--- config.mk ---
export PLATFORM = sky130hd
export DESIGN_NAME = tnn_frame_driver
export DESIGN_NICKNAME = d
export VERILOG_FILES = /design/src/rtl/tnn_pkg.sv /design/src/rtl/tnn_feat_stage.sv /design/src/rtl/tnn_frame_driver.sv
export SDC_FILE = /design/constraint.sdc
export NUM_CORES = 1
export LEC_CHECK = 0
export ABC_AREA = 1
export CORE_ASPECT_RATIO = 1.75
export CORE_UTILIZATION = 54
export DETAILED_ROUTE_END_ITERATION = 10
export PLACE_DENSITY = 0.82
export SLEW_MARGIN = 10
export SYNTH_ARGS = -nofsm -noshare
export SYNTH_HDL_FRONTEND = slang
export SYNTH_SLANG_ARGS = --single-unit
export TNS_END_PERCENT = 1
--- constraint.sdc ---
create_clock -name clk -period 2.49 [get_ports clk]
set_input_delay 0.6225 -clock clk [delete_from_list [all_inputs] [get_ports clk]]
set_output_delay 0.6225 -clock clk [all_outputs]
set_load 0.05 [all_outputs]
--- src/rtl/tnn_pkg.sv ---
// Shared types and default geometry for the TNN frame driver.
// The defaults match the cardio tnn1 classifier (19 features, 3 classes).
package tnn_pkg;

  typedef enum logic [1:0] {
    LOAD,
    DRAIN,
    SETTLE,
    RESULT
  } tnn_state_e;

  localparam int DEF_FEAT_CNT  = 19;
  localparam int DEF_CLASS_CNT = 3;
  localparam int PRED_BITS     = $clog2(DEF_CLASS_CNT);
  localparam int CNT_BITS      = $clog2(DEF_FEAT_CNT);

endpackage

--- src/rtl/tnn_feat_stage.sv ---
// Staging buffer for incoming feature beats plus the registered parallel copy
// that drives the classifier's flat features bus.
module tnn_feat_stage #(
  parameter int FEAT_CNT  = 19,
  parameter int FEAT_BITS = 4,
  parameter int CNT_W     = 5
) (
  input  logic                          clk,
  input  logic                          rst_n,
  input  logic                          wr_en,
  input  logic [CNT_W-1:0]              wr_idx,
  input  logic [FEAT_BITS-1:0]          wr_data,
  input  logic                          copy_en,
  output logic [FEAT_CNT*FEAT_BITS-1:0] features
);

  // The final beat goes straight from wr_data into the copy, so staging only
  // needs room for the first FEAT_CNT-1 features.
  logic [FEAT_BITS-1:0] staging [FEAT_CNT-1];

  // NOTE: staging is a plain memory with no reset; a copy only happens after
  // every entry has been rewritten by the current frame.
  always_ff @(posedge clk) begin
    if (wr_en) begin
      staging[wr_idx] <= wr_data;
    end
  end

  always_ff @(posedge clk or negedge rst_n) begin
    if (!rst_n) begin
      features <= '0;
    end else if (copy_en) begin
      for (int k = 0; k < FEAT_CNT - 1; k++) begin
        features[k*FEAT_BITS +: FEAT_BITS] <= staging[k];
      end
      features[(FEAT_CNT-1)*FEAT_BITS +: FEAT_BITS] <= wr_data;
    end
  end

endmodule

--- src/rtl/tnn_frame_driver.sv ---
// Sequential wrapper around a combinational TNN classifier: streams in one
// frame, presents it in parallel, waits a settle time, returns the class.
module tnn_frame_driver
  import tnn_pkg::*;
#(
  parameter int FEAT_CNT      = DEF_FEAT_CNT,
  parameter int FEAT_BITS     = 4,
  parameter int CLASS_CNT     = DEF_CLASS_CNT,
  parameter int SETTLE_CYCLES = 2,
  parameter int IDX_BITS      = 16
) (
  input  logic                          clk,
  input  logic                          rst_n,
  input  logic                          in_valid,
  output logic                          in_ready,
  input  logic [FEAT_BITS-1:0]          in_feat,
  input  logic                          in_last,
  output logic [FEAT_CNT*FEAT_BITS-1:0] features,
  input  logic [$clog2(CLASS_CNT)-1:0]  prediction,
  output logic                          out_valid,
  input  logic                          out_ready,
  output logic [$clog2(CLASS_CNT)-1:0]  out_class,
  output logic [IDX_BITS-1:0]           out_idx,
  output logic                          frame_err
);

  localparam int CNT_W  = $clog2(FEAT_CNT);
  localparam int PRED_W = $clog2(CLASS_CNT);
  localparam int SET_W  = (SETTLE_CYCLES > 1) ? $clog2(SETTLE_CYCLES) : 1;
  localparam logic [CNT_W-1:0] LAST_BEAT = CNT_W'(FEAT_CNT - 1);
  localparam logic [SET_W-1:0] SET_LOAD  = SET_W'(SETTLE_CYCLES - 1);

  tnn_state_e          state, state_d;
  logic [CNT_W-1:0]    cnt, cnt_d;
  logic [SET_W-1:0]    settle_cnt, settle_d;
  logic [IDX_BITS-1:0] frame_idx, frame_idx_d;
  logic                in_ready_d, out_valid_d, frame_err_d;
  logic [PRED_W-1:0]   out_class_d;
  logic [IDX_BITS-1:0] out_idx_d;
  logic                accept, wr_en, copy_en;

  assign accept = in_valid && in_ready;

  tnn_feat_stage #(
    .FEAT_CNT  (FEAT_CNT),
    .FEAT_BITS (FEAT_BITS),
    .CNT_W     (CNT_W)
  ) u_stage (
    .clk      (clk),
    .rst_n    (rst_n),
    .wr_en    (wr_en),
    .wr_idx   (cnt),
    .wr_data  (in_feat),
    .copy_en  (copy_en),
    .features (features)
  );

  // NOTE: every output of this block gets a default before the case so that
  // no path leaves a signal unassigned and infers a latch.
  always_comb begin
    state_d     = state;
    cnt_d       = cnt;
    settle_d    = settle_cnt;
    frame_idx_d = frame_idx;
    out_valid_d = out_valid;
    out_class_d = out_class;
    out_idx_d   = out_idx;
    frame_err_d = 1'b0;
    wr_en       = 1'b0;
    copy_en     = 1'b0;

    case (state)
      LOAD: begin
        if (accept) begin
          if (cnt == LAST_BEAT) begin
            cnt_d = '0;
            if (in_last) begin
              copy_en  = 1'b1;
              settle_d = SET_LOAD;
              state_d  = SETTLE;
            end else begin
              frame_err_d = 1'b1;
              state_d     = DRAIN;
            end
          end else if (in_last) begin
            frame_err_d = 1'b1;
            cnt_d       = '0;
          end else begin
            wr_en = 1'b1;
            cnt_d = cnt + 1'b1;
          end
        end
      end
      DRAIN: begin
        // Swallow the tail of an over-long frame without a second error.
        if (accept && in_last) begin
          cnt_d   = '0;
          state_d = LOAD;
        end
      end
      SETTLE: begin
        if (settle_cnt != '0) begin
          settle_d = settle_cnt - 1'b1;
        end else begin
          out_class_d = prediction;
          out_idx_d   = frame_idx;
          frame_idx_d = frame_idx + 1'b1;
          out_valid_d = 1'b1;
          state_d     = RESULT;
        end
      end
      RESULT: begin
        if (out_ready) begin
          out_valid_d = 1'b0;
          state_d     = LOAD;
        end
      end
      default: state_d = LOAD;
    endcase

    // in_ready is registered, so it follows the state being entered.
    in_ready_d = (state_d == LOAD) || (state_d == DRAIN);
  end

  // NOTE: sequential state uses non-blocking assignments only, so every
  // register samples the pre-edge values computed above.
  always_ff @(posedge clk or negedge rst_n) begin
    if (!rst_n) begin
      state      <= LOAD;
      cnt        <= '0;
      settle_cnt <= '0;
      frame_idx  <= '0;
      in_ready   <= 1'b1;
      out_valid  <= 1'b0;
      out_class  <= '0;
      out_idx    <= '0;
      frame_err  <= 1'b0;
    end else begin
      state      <= state_d;
      cnt        <= cnt_d;
      settle_cnt <= settle_d;
      frame_idx  <= frame_idx_d;
      in_ready   <= in_ready_d;
      out_valid  <= out_valid_d;
      out_class  <= out_class_d;
      out_idx    <= out_idx_d;
      frame_err  <= frame_err_d;
    end
  end

endmodule

==> results.cfg <==
[global_route]
grt_max_degree = 43
overflow = 0
track_usage_pct = 22.87
grt_pass1_vias = 4658
antenna_found_initial = 0
grt_pass1_wl_um = 23960

[pwr]
peakVddDrop_uv = 654.4
leakage_uw = 0.004230
powerDensity_nw_per_um2 = 856.9

[synthesis]
synth_cells = 500
syn_area_sq_um = 7346
synth_seq_cells = 193
synth_seq_area_share_pct = 70.67
syn_nets = 518
syn_avg_cell_area_sq_um = 14.69
ys.warnings.count = 0
yosysUniqueCellTypes = 26

[detailed_routing]
dr.pass1.iters = 4
vias = 4276
wirelength_um = 14740
drc = 0
viasPerCell = 5.227
avgRoutedWirePerCell_um = 18.02
ant_nets = 0
dr.first_iter.drc_count = 185

[timing]
fin_crit_ns = 2.386
max_freq_mhz = 419.1
finalCritPeriodShare_pct = 95.84
hold_viol_final = 0
slew_headroom_pct = 60.20
finalSetupViolCount = 0
worst_pin_slew_ns = 0.5969
fin_worst_skew_ns = 0.01168
rsz0062_at_grt = yes
drv_slew = 0
tns_ns = 0

[worst_setup_path]
worst_r2r_endpoint = u_stage.features[31]
reg2reg_slack_ns = 0.18
path_class = register to output port
arrival_ns = 1.76
cp_slowest_cell = clkdlybuf4s50_1
crit_start = in_ready
cpPeakStageDelay_ns = 0.79
reg2regPathDepth = 8
worst_setup_path_end_kind = output port
crit_chain = clkdlybuf4s50_1
cp_top_family = buffers and inverters
required_ns = 1.87
crit_buf_inv = 1
crit_fanout = 2
timing.rr.start = cnt[0]
cp-start-kind = register

[floorplanning]
num_io_pins = 108
die_area_sq_um = 14090
core_sq_um = 13310
num_rows = 56
start_util_pct = 55.18
die_height_um = 156.3
die_width_um = 90.17

[cells_and_area]
area_delta_synth_final_pct = 27.15
stdcell_area_sq_um = 9340
n_antenna_cell = 0
multi_input_area_sq_um = 1954
final_common_cell = dfrtp_1
layout.nets = 649
fill_cells = 869
regArea_sq_um = 5191
layout_common_cells = dfrtp_1 (120), clkdlybuf4s50_1 (106), nand2_1 (76)
drive_above_1_share_pct = 21.58

[clock_network]
insertion_delay_ns = 0.44
cts_hold_buf = 0
clock-sinks = 193
ctsHtreeMaxLevel = 4
root_buffer = clkbuf_16
cts_made_buffers = 17
clkTransAtPathRegs_ns = 0.07
clock_path_buffers = 2
cts_tree = built

[place]
placed_cell_area_sq_um = 8740
io_buffers = 107
gp_congestion = 0.8771
hpwl_um = 10410

[hold_path]
hp-class = input port to asynchronous set/reset pin

[job]
maxCapViolCount = 0

[outcome]
status = complete, no violations
## worst max path at each step
stage / end / slack [ns] / cells past startpoint
after CTS: in_ready / 0.08 / 1
after global placement: u_stage.staging[1][0] / 0.03 / 8
after detailed placement: u_stage.staging[16][3] / 0.01 / 7
after global routing: u_stage.staging[12][0] / -0.03 / 8
after floorplan: u_stage.features[0] / 0.55 / 9
final: in_ready / 0.10 / 1
## Yosys cell counts
| library cell | number | area [sq um] |
|---|---|---|
| a21boi_0 | 1 | 7.510 |
| buf_2 | 6 | 30.03 |
| buf_6 | 5 | 56.30 |
| clkbuf_1 | 1 | 3.750 |
| dfrtp_1 | 120 | 3003 |
| dfstp_2 | 1 | 26.28 |
| edfxtp_1 | 72 | 2162 |
| ha_1 | 7 | 87.58 |
| inv_1 | 34 | 127.6 |
| mux2_2 | 36 | 405.4 |
| mux2_4 | 40 | 600.6 |
| nand2_1 | 76 | 285.3 |
| nand3_1 | 16 | 80.08 |
| nand3_2 | 3 | 30.03 |
| nand3b_1 | 1 | 7.510 |
| nand4_1 | 9 | 56.30 |
| nor2_1 | 33 | 123.9 |
| nor2_2 | 3 | 18.77 |
| nor2_4 | 1 | 11.26 |
| nor3_1 | 4 | 20.02 |
| o21a_1 | 1 | 7.510 |
| o21ai_0 | 17 | 85.08 |
| o31ai_1 | 1 | 7.510 |
| or2_2 | 1 | 6.260 |
| xnor2_1 | 1 | 8.760 |
| xor2_1 | 10 | 87.58 |
## repair_timing
| item | 4_1_cts | 5_1_grt |
|---|---|---|
| setup buffers | 0 | 0 |
| hold endpoints to repair | 0 | 0 |
| resized for setup | 0 | 4 |
| setup endpoints to repair | 0 | 21 |
## cell families (layout without fill, tap and decap cells)
group | Yosys count | in the layout | share of synthesized area [%]
xor gates and xnor gates | 11 | 11 | 1.311
buffers and inverters | 46 | 190 | 2.964
and+or+nand+nor | 147 | 147 | 8.704
adders and majority gates | 7 | 7 | 1.192
DFF | 193 | 193 | 70.67
muxes | 76 | 76 | 13.69
AOI/OAI and AO/OA | 20 | 20 | 1.465
## layer usage
metal	global-route usage [%]	up-vias	part of all wire, %
met5	0	-	0
met4	10.37	0	2.5
met3	5.345	29	3.8
met2	42.09	134	56
met1	24.83	2141	38
li1	-	1972	-
## per-stage QoR
step | instances | hold WS [ns] | total power (uW) | setup WS, ns | utilization (%)
after global placement | 786 | 0.4609 | 5327 | 0.03492 | 65.65
final | 818 | 0.1800 | 8004 | 0.1037 | 70.16
after CTS | 818 | 0.1879 | 8063 | 0.08152 | 70.08
after detailed placement | 786 | 0.4635 | 5382 | 0.01051 | 65.65
after floorplan | 500 | 0.3269 | 4789 | 0.5523 | -
after global routing | 818 | 0.2122 | 8314 | -0.02841 | 70.16
## flip-flops by register name (all words and copies together), names as in the netlist
signal and count:
settle_cnt 1, out_idx 16, out_valid 1, u_stage.staging 72, state 2, frame_err 1, frame_idx 16, out_class 2
cnt 5, in_ready 1, u_stage.features 76
## where the power goes
part	switching [uW]	total, uW	internal, uW
combinational	1070	1580	509
sequential	201	3740	3540
clock	1300	2680	1380
total	2580	8000	5430
## final cells by class
cell class	count	area share (%)
clock buffer	18	4.702
clock inverter	14	1.621
multi-input combinational	261	20.92
tap	174	2.331
timing repair buffer	124	13.48
inverter	34	1.366
sequential	193	55.58
Power figures use the tool's default switching activity.
==> RTL edit (config.mk and constraints unchanged) <==
`FEAT_BITS` is set to 4 in 2 places; all go to 6.
--- a/src/rtl/tnn_feat_stage.sv
+++ b/src/rtl/tnn_feat_stage.sv
@@ -4,3 +4,3 @@
   parameter int FEAT_CNT  = 19,
-  parameter int FEAT_BITS = 4,
+  parameter int FEAT_BITS = 6,
   parameter int CNT_W     = 5
--- a/src/rtl/tnn_frame_driver.sv
+++ b/src/rtl/tnn_frame_driver.sv
@@ -6,3 +6,3 @@
   parameter int FEAT_CNT      = DEF_FEAT_CNT,
-  parameter int FEAT_BITS     = 4,
+  parameter int FEAT_BITS     = 6,
   parameter int CLASS_CNT     = DEF_CLASS_CNT,
Interface: changed (resized features and in_feat); port bits go from 108 to 148. The function was not compared with the original's and may differ.
==> RTL edit against the unedited design <==
Hold slack lost 0.17 ns; routed wire length increased by 45%; total power rose by 44%; combinational power is 60% higher; synthesized area up 35%; non-clock buffer count rose by 60; die area up 34%; sequential power rose by 40%; sequential cell count rose by 74; cell area up 36%; setup slack worse by 0.0039 ns; largest cell class unchanged; largest power group unchanged; highest routed layer unchanged.
==> RTL edit: results (changes against the unedited design) <==
[power]
p_leak_nw=5.710  ; was 4.230 nW
power_switching_mw=3.472  ; was 2.577 mW
p_clk_frac=0.324  ; was 0.335
worst_ir_drop_vdd_v=0.0007165  ; was 0.0006544 V

[grt]
met3_usage=0.02994  ; was 0.05345
use_met1=0.2516  ; was 0.2483
grt_max_degree=62  ; was 43
grt_pass1_wl_um=33230  ; was 23960 um
track_usage=0.2306  ; was 0.2287
met2_usage=0.4342  ; was 0.4209

[layout]
layout-drive-gt1-share=0.2325  ; was 0.2158

[setup_path]
rrSetupSlack_ns=0.1  ; was 0.18 ns
cp-endpoint=u_stage.features[23]  ; was in_ready
cp_slowest_cell=dfrtp_1  ; was clkdlybuf4s50_1
max_stage_delay_ns=0.42  ; was 0.79 ns
cp-startpoint=cnt[2]  ; was in_ready
cp_max_fo=29  ; was 2

[sta]
fin_crit_ns=2.390  ; was 2.386 ns
worst_clock_skew_ns=0.01167  ; was 0.01168 ns

[synth]
syn-num-nets=643  ; was 518
synthCells=623  ; was 500
yosysUniqueCellTypes=31  ; was 26

[drt]
viasPerCell=5.324  ; was 5.227
firstDrtPassIters=5  ; was 4
drt-met1-wl_um=7641  ; was 5540 um
met2_wirelength_um=11890  ; was 8266 um
wl_per_cell_um=20.05  ; was 18.02 um

[cts]
cts_max_level=1  ; was 4
cts_buffers=23  ; was 17
worstSkewPairLatency_ns=0.51  ; was 0.44 ns

[placement]
placed_cell_area_mm2=0.01192  ; was 0.008740 mm2
gp_congestion=0.8321  ; was 0.8771
placedCellCount=1023  ; was 786
io_buffers=147  ; was 107
pre_cts_slack_ns=-0.02444  ; was 0.01051 ns
dp_hpwl_um=14520  ; was 10410 um

[run_status]
status=finished clean  ; unchanged

## RTL edit: changes by cell type after synthesis, moves of 3 or more
cell      unedited run  this run
o21ai_0             17        13
dfrtp_1            120       158
mux2_4              40        60
clkbuf_1             1         4
nor2_1              33        44
edfxtp_1            72       108
mux2_2              36        54
## RTL edit: layout make-up
class,count,area [um2]
multi-input combinational,305,2452
sequential,267,7223
tap,234,292.8
fill,1107,5265
clock buffer,28,594.3
clock inverter,13,193.9
inverter,33,123.9
timing repair buffer,184,1828
## RTL edit: logic make-up (layout without fill, tap and decap cells)
group	Yosys count	in the layout	synth area share
compound gates	18	18	0.009705
fa+ha+maj	7	7	0.008822
xor+xnor	9	9	0.007941
simple gates	156	156	0.06756
mux	115	115	0.1530
flops	267	267	0.7276
buf+inv	51	258	0.02533
## RTL edit: what timing repair did
action,CTS,global route
buffers inserted,0,0
endpoints found under the setup margin,0,1
hold buffers,0,0
gates resized for setup,0,1
